==> src/rtl/bcd_pkg.sv <==
// Shared constants, FSM state type and a digit-legality helper for the
// serial BCD adder.
package bcd_pkg;

  localparam int BCD_W = 4;
  localparam logic [BCD_W-1:0] BCD_MAX  = 4'd9;
  localparam logic [BCD_W-1:0] BCD_CORR = 4'd6;

  typedef enum logic [1:0] {
    IDLE = 2'd0,
    RUN  = 2'd1,
    DONE = 2'd2
  } state_t;

  // A packed BCD digit is legal only in the range 0..9.
  function automatic logic digit_bad(input logic [BCD_W-1:0] d);
    return d > BCD_MAX;
  endfunction

endpackage

==> src/rtl/bcd_digit_cell.sv <==
// Single-digit decimal correcting adder: binary add with carry-in, then
// add 6 and raise the digit carry whenever the binary result exceeds 9.
module bcd_digit_cell
  import bcd_pkg::*;
(
  input  logic [BCD_W-1:0] a,
  input  logic [BCD_W-1:0] b,
  input  logic             ci,
  output logic [BCD_W-1:0] s,
  output logic             co
);

  logic [BCD_W:0] bin;

  // Binary sum first; results above 9 (including binary overflow) are corrected.
  always_comb begin
    bin = {1'b0, a} + {1'b0, b} + {{BCD_W{1'b0}}, ci};
    s   = bin[BCD_W-1:0];
    co  = 1'b0;
    if (bin > {1'b0, BCD_MAX}) begin
      s  = bin[BCD_W-1:0] + BCD_CORR;
      co = 1'b1;
    end
  end

endmodule

==> src/rtl/bcd_serial_adder.sv <==
// Digit-serial packed-BCD adder/subtractor. One digit per clock, least
// significant first, through a single shared correcting digit cell.
// Subtraction adds the nines' complement of y with an initial carry of 1,
// so a negative result comes out in tens' complement with cout=0.
module bcd_serial_adder
  import bcd_pkg::*;
#(
  parameter int DIGITS = 4
) (
  input  logic                  clk,
  input  logic                  rst_n,
  input  logic                  start,
  input  logic                  sub,
  input  logic                  cin,
  input  logic [4*DIGITS-1:0]   x,
  input  logic [4*DIGITS-1:0]   y,
  output logic                  busy,
  output logic [4*DIGITS-1:0]   sum,
  output logic                  cout,
  output logic                  done,
  output logic                  err
);

  localparam int IW = (DIGITS > 1) ? $clog2(DIGITS) : 1;
  localparam logic [IW-1:0] LAST = IW'(DIGITS - 1);

  state_t            state;
  state_t            next_state;
  logic [4*DIGITS-1:0] xr;
  logic [4*DIGITS-1:0] yr;
  logic              subr;
  logic [IW-1:0]     idx;
  logic              carry;
  logic [BCD_W-1:0]  a_dig;
  logic [BCD_W-1:0]  y_dig;
  logic [BCD_W-1:0]  b_dig;
  logic [BCD_W-1:0]  s_dig;
  logic              co_dig;
  logic              bad;
  logic              accept;
  logic              last;

  assign accept = (state == IDLE) && start;
  assign last   = (idx == LAST);

  // Select the current digit pair; subtract mode feeds the nines' complement of y.
  always_comb begin
    a_dig = xr[idx*BCD_W +: BCD_W];
    y_dig = yr[idx*BCD_W +: BCD_W];
    b_dig = subr ? (BCD_MAX - y_dig) : y_dig;
  end

  // Flag any non-decimal digit in the operands being presented for acceptance.
  always_comb begin
    bad = 1'b0;
    for (int i = 0; i < DIGITS; i++) begin
      if (digit_bad(x[i*BCD_W +: BCD_W]) || digit_bad(y[i*BCD_W +: BCD_W])) begin
        bad = 1'b1;
      end
    end
  end

  bcd_digit_cell u_cell (
    .a  (a_dig),
    .b  (b_dig),
    .ci (carry),
    .s  (s_dig),
    .co (co_dig)
  );

  // State register.
  always_ff @(posedge clk or negedge rst_n) begin
    if (!rst_n) state <= IDLE;
    else        state <= next_state;
  end

  // Next-state logic: IDLE -> RUN on start, RUN for DIGITS cycles, one DONE cycle.
  always_comb begin
    next_state = state;
    case (state)
      IDLE:    if (start) next_state = RUN;
      RUN:     if (last)  next_state = DONE;
      DONE:    next_state = IDLE;
      default: next_state = IDLE;
    endcase
  end

  // Status outputs decoded straight from the state.
  always_comb begin
    busy = (state != IDLE);
    done = (state == DONE);
  end

  // Datapath: latch operands on acceptance, then write one result digit per RUN cycle.
  always_ff @(posedge clk or negedge rst_n) begin
    if (!rst_n) begin
      xr    <= '0;
      yr    <= '0;
      subr  <= 1'b0;
      idx   <= '0;
      carry <= 1'b0;
      sum   <= '0;
      cout  <= 1'b0;
      err   <= 1'b0;
    end else if (accept) begin
      xr    <= x;
      yr    <= y;
      subr  <= sub;
      carry <= sub | cin;
      idx   <= '0;
      err   <= bad;
    end else if (state == RUN) begin
      sum[idx*BCD_W +: BCD_W] <= s_dig;
      carry <= co_dig;
      idx   <= idx + 1'b1;
      if (last) cout <= co_dig;
    end
  end

endmodule
==> config.mk <==
export PLATFORM = sky130hd
export DESIGN_NAME = bcd_serial_adder
export DESIGN_NICKNAME = d
export VERILOG_FILES = /design/src/rtl/bcd_pkg.sv /design/src/rtl/bcd_digit_cell.sv /design/src/rtl/bcd_serial_adder.sv
export SDC_FILE = /design/constraint.sdc
export NUM_CORES = 1
export LEC_CHECK = 0
export CORE_UTILIZATION = 46
export CTS_BUF_LIST = sky130_fd_sc_hd__clkbuf_4 sky130_fd_sc_hd__clkbuf_8 sky130_fd_sc_hd__clkbuf_16
export DETAILED_ROUTE_END_ITERATION = 10
export GPL_TIMING_DRIVEN = 0
export PLACE_DENSITY = 0.74
export SLEW_MARGIN = 20
export SYNTH_ARGS = -nofsm -noshare
export SYNTH_HDL_FRONTEND = slang
export SYNTH_SLANG_ARGS = --single-unit
==> constraint.sdc <==
create_clock -name clk -period 3.53 [get_ports clk]
set_clock_uncertainty 0.15 [all_clocks]
set_input_delay 0.5295 -clock clk [delete_from_list [all_inputs] [get_ports clk]]
set_output_delay 0.5295 -clock clk [all_outputs]
set_load 0.05 [all_outputs]
; Word-level counts from Yosys, hierarchy flattened
; Index checks and enable logic that the tools add are counted.
[totals]
in_bits = 37
wordCells = 61
regBits = 56
output_inout_bits = 20
[op_classes]
shifts = 4
mux = 15
order_cmp = 9
n_addsub = 6
n_eq_ne = 5
bitwise_logic = 2
reduce_logical = 11
[op_table]
columns = op, n
row1 = negator 4 -> 34 bit, 1
row2 = "variable shift 4 x 34 -> 16 bit, first input constant", 1
row3 = indexed part select 4 x 34 -> 16 bit, 1
row4 = "> comparator 4 bit, second input constant", 8
row5 = indexed part select 16 x 5 -> 4 bit, 2
row6 = bitwise mux 16 bit, 1
row7 = two-way mux 2 bit, 4
row8 = two-way mux 4 bit, 2
row9 = two-way mux 1 bit, 7
row10 = adder 4 x 4 -> 5 bit, 1
row11 = adder 5 x 1 -> 5 bit, 1
row12 = "> comparator 5 x 4 -> 1 bit, second input constant", 1
row13 = "adder 4 x 3 -> 4 bit, second input constant", 1
row14 = "equality test 2 bit, second input constant", 2
row15 = logical OR 1 bit, 4
row16 = "inequality test 2 bit, second input constant", 2
row17 = case mux 2 bit (2 select lines), 1
row18 = AND reduction 2 bit, 2
row19 = nonzero test 2 bit, 2
row20 = "subtractor 4 bit, first input constant", 1
row21 = AND reduction 3 bit, 1
row22 = "adder 2 x 1 -> 2 bit, second input constant", 1
row23 = "equality test 2 x 1 -> 1 bit, second input constant", 1
row24 = zero test 2 bit, 1
row25 = other kinds (3), 3

; Depth between registers and ports, before layout
; Gate-level depths: netlist (run 1).
[logic_depth]
depth_word = 9
mapped_depth = 14

; Cells and area by module
; Synthesis (run 1) repeated with hierarchy kept, for this count alone.
[unflattened]
hier_cells = 209
area_unflattened_um2 = 2822.7
[by_module_without_submodules]
columns = module, seq_area_each_um2, n_inst, cells_each, area_per_inst_um2
row1 = bcd_serial_adder, 1401.3, 1, 187, 2611.3
row2 = bcd_digit_cell, 0.0, 1, 22, 211.5

; Worst setup path after synthesis (run 1)
; Ideal clock, no wire load.
[synth_timing]
path_kind = register to register
startpoint = register idx[0]
endpoint = register sum[10]
setup_time_ns = 0.135
path_buffers = 1
required_ns = 3.245
t_arrival_ns = 3.479
setup_slack_ns = -0.233
path_stages_with_launch = 13
path_cell_list = dfrtp_1 -> buf_4 -> mux4_2 -> xor2_1 -> fa_1 -> fa_1 -> xnor2_1 -> ha_1 -> nor2b_1 -> o311ai_0 -> o31ai_1 -> a311oi_2 -> o21ai_0
[synth_via]
elab_chain_len = 9
elab_cells_between_ends = 13
cone_classes = 5 x add/sub / 1 x order compare / 4 x shift / 3 x mux
[synth_lines]
columns = item, line_no
row1 = "start, declared", bcd_serial_adder.sv:32  ; logic [IW-1:0] idx;
row2 = "start signal, assigned", bcd_serial_adder.sv:115  ; idx <= idx + 1'b1;
row3 = indexed part select 16 x 5 -> 4 bit, bcd_serial_adder.sv:49  ; y_dig = yr[idx*BCD_W +: BCD_W];
row4 = subtractor 4 bit, bcd_serial_adder.sv:50  ; b_dig = subr ? (BCD_MAX - y_dig) : y_dig;
row5 = two-way mux 4 bit, bcd_serial_adder.sv:50
row6 = adder 4 x 4 -> 5 bit, bcd_digit_cell.sv:17  ; bin = {1'b0, a} + {1'b0, b} + {{BCD_W{1'b0}}, ci};
row7 = adder 5 x 1 -> 5 bit, bcd_digit_cell.sv:17
row8 = adder 4 x 3 -> 4 bit / > comparator 5 x 4 -> 1 bit (equally long branches), "bcd_digit_cell.sv:21, bcd_digit_cell.sv:20"
row9 = two-way mux 4 bit, bcd_digit_cell.sv:20  ; if (bin > {1'b0, BCD_MAX}) begin
row10 = indexed part select 4 x 34 -> 16 bit, bcd_serial_adder.sv:113  ; sum[idx*BCD_W +: BCD_W] <= s_dig;
row11 = bitwise mux 16 bit (*), bcd_serial_adder.sv:113
row12 = "end signal, assigned by index", bcd_serial_adder.sv:113
row13 = "end, declared", bcd_serial_adder.sv:18  ; output logic [4*DIGITS-1:0] sum,
; Every way passes the cells marked *; elsewhere a longest branch is shown, timed or not.
; A chain may end at the register's enable or synchronous reset.

; Final worst setup path (run 1)
[layout_timing]
startpoint = register idx[0]
endpoint = register sum[14]
; Same word-level chain as after synthesis.

==> load_flow_metrics.sql, run 1 <==
INSERT INTO impl_metrics (metric_group, metric, value, unit) VALUES
('outcome', 'outcome', 'finished with violations', ''),
('outcome', 'violations', 'negative setup slack', ''),
('synth', 'sequential_fraction_of_the_synthesis_area', '50.0', '%'),
('timing', 'final-setup-viol-count', '6', ''),
('setup_path', 'cp_num_buf_inv', '3', ''),
('timing', 'final-max-slew-violation-count', '0', ''),
('timing', 'max_clock_freq', '0.276', 'GHz'),
('timing', 'fin_ws', '-92.4', 'ps'),
('route', 'ant_nets', '0', ''),
('global_routing', 'grt-busiest-layer', 'met2', ''),
('timing', 'worst_slew_pin_slew', '695', 'ps'),
('setup_path', 'timing.rr.end', 'sum[14]', ''),
('setup_path', 'setup.reg_to_reg.worst_slack', '-90', 'ps'),
('setup_path', 'cpLargestDelayFamily', 'adder cells', ''),
('global_routing', 'grt_max_degree', '57', ''),
('route', 'drt-total-wl', '6.28', 'mm'),
('min_path', 'hold_path_class', 'in -> async', ''),
('global_routing', 'met2_usage', '37.0', '%'),
('synth', 'syn_area', '0.00280', 'mm²'),
('setup_path', 'timing.critical_path.mode_cell', 'fa_2', ''),
('setup_path', 'critical_path_required', '3590', 'ps'),
('timing', 'hold_viol', '0', ''),
('cts', 'buffer_cell_driving_the_clock_tree_root', 'clkbuf_8', ''),
('floorplan', 'floorplan.die.height', '80.0', 'µm'),
('synth', 'synth.ff_latch_count', '56', ''),
('flow_run', 'timing.max_cap.violations', '0', ''),
('floorplan', 'floorplan.rows', '28', ''),
('floorplan', 'boundaryPins', '57', ''),
('floorplan', 'floorplan.die_area', '0.00640', 'mm²'),
('cells_and_area', 'drive_gt1_share', '30.8', '%'),
('cts', 'tritoncts_clock_tree', 'built', ''),
('cts', 'clock_latency', '310', 'ps'),
('route', 'vias', '2087', ''),
('global_routing', 'grtUsageMet1', '26.8', '%'),
('cells_and_area', 'layout_common_cells', '55 x dfrtp_1, 55 x clkdlybuf4s50_1, 33 x mux2_2', ''),
('setup_path', 'critical_path_cell_by_cell', 'buf_8 -> mux4_2 -> xor2_2 -> fa_2 -> fa_2 -> inv_2 -> ha_4 -> nor2b_4 -> nor3_4 -> a21oi_2 -> a311oi_2 -> buf_4 -> o21ai_2', ''),
('synth', 'synth-edff-count', '0', ''),
('route', 'drc_errors_left', '0', ''),
('synth', 'postSynthCellCount', '231', ''),
('global_routing', 'grt.overflow.total', '0', ''),
('cells_and_area', 'nets', '357', ''),
('setup_path', 'timing_worst_setup_path_type', 'reg -> reg', ''),
('setup_path', 'critPathArrivalTime', '3680', 'ps'),
('setup_path', 'critPathLaunchType', 'flop', ''),
('synth', 'synthesis.yosys.warnings', '0', ''),
('cts', 'clk_pin_slew', '100', 'ps'),
('setup_path', 'worstSetupEndpoint', 'sum[14]', ''),
('global_routing', 'gr-usage-met3', '3.09', '%'),
('cells_and_area', 'area_delta_synth_final', '35.7', '%'),
('cts', 'cts-htree-levels', '2', ''),
('cells_and_area', 'diodes', '0', ''),
('global_routing', 'grt_pass1_wl', '10.4', 'mm'),
('synth', 'postSynth.topFlopCell', 'dfrtp_1', ''),
('placed_design', 'finalWeightedCongestion', '0.777', ''),
('route', 'number_of_optimization_iterations_in_the_first_detailed_route_pass', '4', ''),
('global_routing', 'globalRouteTotalUtil', '21.6', '%'),
('global_routing', 'grt_antenna_before_repair', '0', ''),
('synth', 'synth_cell_types', '38', ''),
('route', 'vias_per_cell', '5.45', ''),
('timing', 'rsz0062_at_grt', 'true', ''),
('setup_path', 'worstSetupStartpoint', 'idx[0]', ''),
('global_routing', 'number_of_global_route_vias_before_repair', '2192', ''),
('synth', 'avgSynthCellArea', '12.1', 'µm²'),
('cts', 'cts-buffers-inserted', '5', ''),
('timing', 'timing.hold.ws', '90.3', 'ps'),
('setup_path', 'logic_depth_of_the_worst_setup_path_including_buffers', '13', ''),
('timing', 'final.min_clock_period', '3620', 'ps'),
('synth', 'syn_nets', '281', ''),
('placed_design', 'hpwl', '4.38', 'mm'),
('cts', 'cts_sinks', '56', ''),
('setup_path', 'rr_worst_depth', '13', '');
==> cell type report <==
cell class | instances | area [µm²]
inverters | 10 | 37.5
repair buffers | 69 | 668
clock inverters | 2 | 35.0
well taps | 75 | 93.8
flip-flops and latches | 56 | 1400
clock buffers | 6 | 76.3
plain buffers | 7 | 48.8
multi-input cells | 158 | 1440
fillers | 476 | 2090
==> state kept, by name, summed over array words and instances, names as in the netlist <==
name   count
xr        16
cout       1
err        1
state      2
carry      1
yr        16
subr       1
idx        2
sum       16
==> logic make-up after synthesis <==
kind of cell    Yosys count  synth area share (%)
buf+inv                  17                  2.68
mux                      41                  19.7
fa+ha+maj                13                  6.34
compound gates           46                  10.2
simple gates             55                  10.1
flops                    56                  50.0
xor+xnor                  3                 0.939
==> per-stage QoR <==
stage | TNS [ps] | instance area [µm²] | utilization (%) | std cells | worst slack (ps)
final | -423 | 3800 | 64.5 | 383 | -92.4
after CTS | -466 | 3730 | 63.4 | 380 | -100
after floorplan | -27.9 | 2830 | - | 231 | -14.0
after detailed placement | -3980 | 3480 | 59.2 | 362 | -494
after global routing | -1490 | 3800 | 64.5 | 383 | -195
after global placement | -3480 | 3490 | 59.2 | 362 | -465
==> timing repair <==
action / CTS / global route
setup buffers: 10 / 4
pin swaps: 12 / 12
gates resized for setup: 12 / 13
endpoints found under the setup margin: 14 / 14
hold buffers: 0 / 0
==> Yosys cell counts (2+ instances only) <==
cell type  number  area [µm²]
o21ai_0        25         125
and2_1          2        12.5
o22ai_1         2        12.5
dfrtp_1        56        1400
a21oi_1         5        25.0
mux4_2          8         180
mux2_2         33         372
nand3_1         3        15.0
xnor2_1         2        17.5
inv_1          10        37.5
nand2_1        24        90.1
fa_1            2        40.0
ha_1           11         138
buf_4           2        15.0
clkbuf_1        2        7.51
nand4_1         4        25.0
o31ai_1         7        52.6
buf_2           3        15.0
nor2b_1         3        18.8
nor2_1          7        26.3
nor3_1          3        15.0
==> worst min path at each step <==
stage | startpoint | end
after floorplan | rst_n | carry
after global placement | sum[14] | sum[14]
after detailed placement | sum[6] | sum[6]
after CTS | rst_n | sum[14]
after global routing | rst_n | sum[14]
final | rst_n | sum[11]
==> layer usage <==
metal	part of all wire, %	wire (µm)
met1	43	2700
met3	3.4	216
met2	50	3170
met4	3.2	199
met5	0	0
Power of run 1 is left out: the tool's default activity adds up to more than one toggle a clock period on the data nets, which glitch-free logic cannot reach.
==> inputs of run 2 (changes only) <==
--- a/config.mk
+++ b/config.mk
@@ -5,9 +5,11 @@
 export SDC_FILE = /design/constraint.sdc
 export NUM_CORES = 1
 export LEC_CHECK = 0
+export CORE_MARGIN = 2
 export CORE_UTILIZATION = 46
 export CTS_BUF_LIST = sky130_fd_sc_hd__clkbuf_4 sky130_fd_sc_hd__clkbuf_8 sky130_fd_sc_hd__clkbuf_16
 export DETAILED_ROUTE_END_ITERATION = 10
+export GPL_ROUTABILITY_DRIVEN = 0
 export GPL_TIMING_DRIVEN = 0
 export PLACE_DENSITY = 0.74
 export SLEW_MARGIN = 20
==> run 2 against run 1 <==
  * The run still ends with negative setup slack left
  * Register-to-register slack lost 60 ps
  * Non-clock buffer count up 1
  * Core utilization is essentially flat
  * Setup slack got worse by 62 ps
  * Global-route usage shrank 1.1 points
  * Critical path type unchanged
  * Critical endpoint unchanged
  * Largest cell class unchanged
==> load_flow_metrics.sql, run 2 (synthesis results as in run 1) <==
INSERT INTO impl_metrics (metric_group, metric, value, unit) VALUES
('outcome', 'outcome', 'finished with violations', ''),
('outcome', 'violations', 'negative setup slack', ''),
('route', 'detail_route.iter0.violations', '87', ''),
('floorplan', 'floorplan.die.height', '82.0', 'µm'),
('global_routing', 'number_of_global_route_vias_before_repair', '2174', ''),
('cts', 'clock_latency', '310', 'ps'),
('placed_design', 'port_bufs', '56', ''),
('route', 'avgRoutedWirePerCell', '16.3', 'µm'),
('cts', 'cts_hold_buffers', '0', ''),
('flow_run', 'timing.max_cap.violations', '0', ''),
('cells_and_area', 'diodes', '0', ''),
('placed_design', 'hpwl', '4.47', 'mm'),
('global_routing', 'globalRouteTotalUtil', '20.4', '%'),
('timing', 'timing.slew.headroom', '54.3', '%'),
('floorplan', 'floorplan.die_area', '0.00673', 'mm²'),
('route', 'drt-total-wl', '6.23', 'mm'),
('cells_and_area', 'drive_gt1_share', '31.5', '%'),
('timing', 'worst_slew_pin_slew', '685', 'ps'),
('global_routing', 'grt_pass1_wl', '10.4', 'mm'),
('cells_and_area', 'layout_common_cells', '55 x dfrtp_1, 55 x clkdlybuf4s50_1, 33 x mux2_2', ''),
('cells_and_area', 'nets', '358', ''),
('cts', 'cts_sinks', '56', ''),
('cells_and_area', 'area_delta_synth_final', '35.7', '%'),
('setup_path', 'critPathCaptureType', 'flop', ''),
('timing', 'hold_viol', '0', ''),
('cts', 'buffer_cell_driving_the_clock_tree_root', 'clkbuf_8', ''),
('setup_path', 'timing_worst_setup_path_type', 'reg -> reg', ''),
('timing', 'rsz0062_at_grt', 'true', ''),
('route', 'drc_errors_left', '0', ''),
('timing', 'final.min_clock_period', '3680', 'ps'),
('route', 'ant_nets', '0', ''),
('cts', 'cts-buffers-inserted', '5', ''),
('cts', 'cts-htree-levels', '2', ''),
('cts', 'clk_pin_slew', '100', 'ps'),
('timing', 'final-setup-viol-count', '9', ''),
('timing', 'fin_ws', '-154', 'ps'),
('cts', 'tritoncts_clock_tree', 'built', ''),
('setup_path', 'critPathArrivalTime', '3740', 'ps'),
('global_routing', 'grt_antenna_before_repair', '0', ''),
('floorplan', 'die-width', '82.0', 'µm'),
('cts', 'cts-root-to-sink-buffers', '2', ''),
('timing', 'max_clock_freq', '0.271', 'GHz'),
('setup_path', 'critical_path_required', '3590', 'ps'),
('timing', 'final-max-slew-violation-count', '0', ''),
('cells_and_area', 'layout.filler_cells', '470', ''),
('floorplan', 'boundaryPins', '57', ''),
('timing', 'timing.hold.ws', '105', 'ps'),
('route', 'vias_per_cell', '5.49', ''),
('route', 'vias', '2101', ''),
('setup_path', 'timing.critical_path.fanout_max', '4', ''),
('floorplan', 'starting_density', '47.6', '%'),
('cells_and_area', 'biggestRegsByFlops', 'sum (16), xr (16), yr (16)', ''),
('global_routing', 'grt_max_degree', '57', ''),
('setup_path', 'critPathLaunchType', 'flop', ''),
('timing', 'fin_crit_sh', '104', '%'),
('global_routing', 'grt.overflow.total', '0', ''),
('route', 'number_of_optimization_iterations_in_the_first_detailed_route_pass', '4', ''),
('floorplan', 'floorplan.rows', '28', ''),
('floorplan', 'coreArea', '0.00589', 'mm²'),
('min_path', 'hold_path_class', 'in -> async', '');
run 2: final timing paths:
kind	depth (start not counted)	startpoint	end	slack (ps)
worst max-delay path	14	idx[0]	sum[14]	-150
min in group clk	2	sum[2]	sum[2]	340
worst max register to register	14	idx[0]	sum[14]	-150
worst min-delay path	1	rst_n	sum[11]	100
max in group asynchronous	1	rst_n	idx[0]	2640
worst min register to register	2	sum[2]	sum[2]	340
run 2: what timing repair did:
| action | in CTS | in global routing |
|---|---|---|
| resized for setup | 13 | 15 |
| endpoints found under the setup margin | 14 | 13 |
| setup buffers | 11 | 4 |
| pin swaps | 13 | 13 |
run 2: area by class of cell:
type | count | area (µm²) | share of cell area [%]
Tap cell | 75 | 93.8 | 2.47
Clock inverter | 1 | 8.76 | 0.230
Multi-Input combinational cell | 158 | 1450 | 38.2
Inverter | 10 | 37.5 | 0.988
Clock buffer | 6 | 76.3 | 2.01
Sequential cell | 56 | 1400 | 36.9
Timing Repair Buffer | 70 | 679 | 17.9
Buffer | 7 | 48.8 | 1.28
run 2: metal layers:
metal | vias to the layer above | GRT usage [%] | routed length, µm
li1 | 988 | - | -
met3 | 7 | 4.29 | 268
met5 | - | 0 | 0
met1 | 1049 | 25.4 | 2630
met4 | 0 | 5.67 | 55
met2 | 57 | 35.9 | 3280
run 2: critical path, cell delays in order (launching register included):
cell and delay (ps):
dfrtp_2 410, buf_8 120, mux4_2 530, xor2_2 170, fa_2 360, fa_2 430, xnor2_4 180, ha_4 170
nor2b_4 140, buf_6 120, nor3_4 200, a21oi_2 80, a311oi_2 260, buf_4 190, o21ai_1 70
run 2: metrics by stage:
step / area [µm²] / setup TNS, ps / setup WS, ps / util (%) / std cells
global placement: 3490 / -3510 / -471 / 59.2 / 362
finish: 3800 / -680 / -154 / 64.6 / 383
floorplan: 2830 / -27.9 / -14.0 / - / 231
CTS: 3710 / -692 / -160 / 63.1 / 380
detailed placement: 3480 / -4060 / -548 / 59.2 / 362
global route: 3800 / -1860 / -295 / 64.6 / 383
Power of run 2 is left out for the same reason.
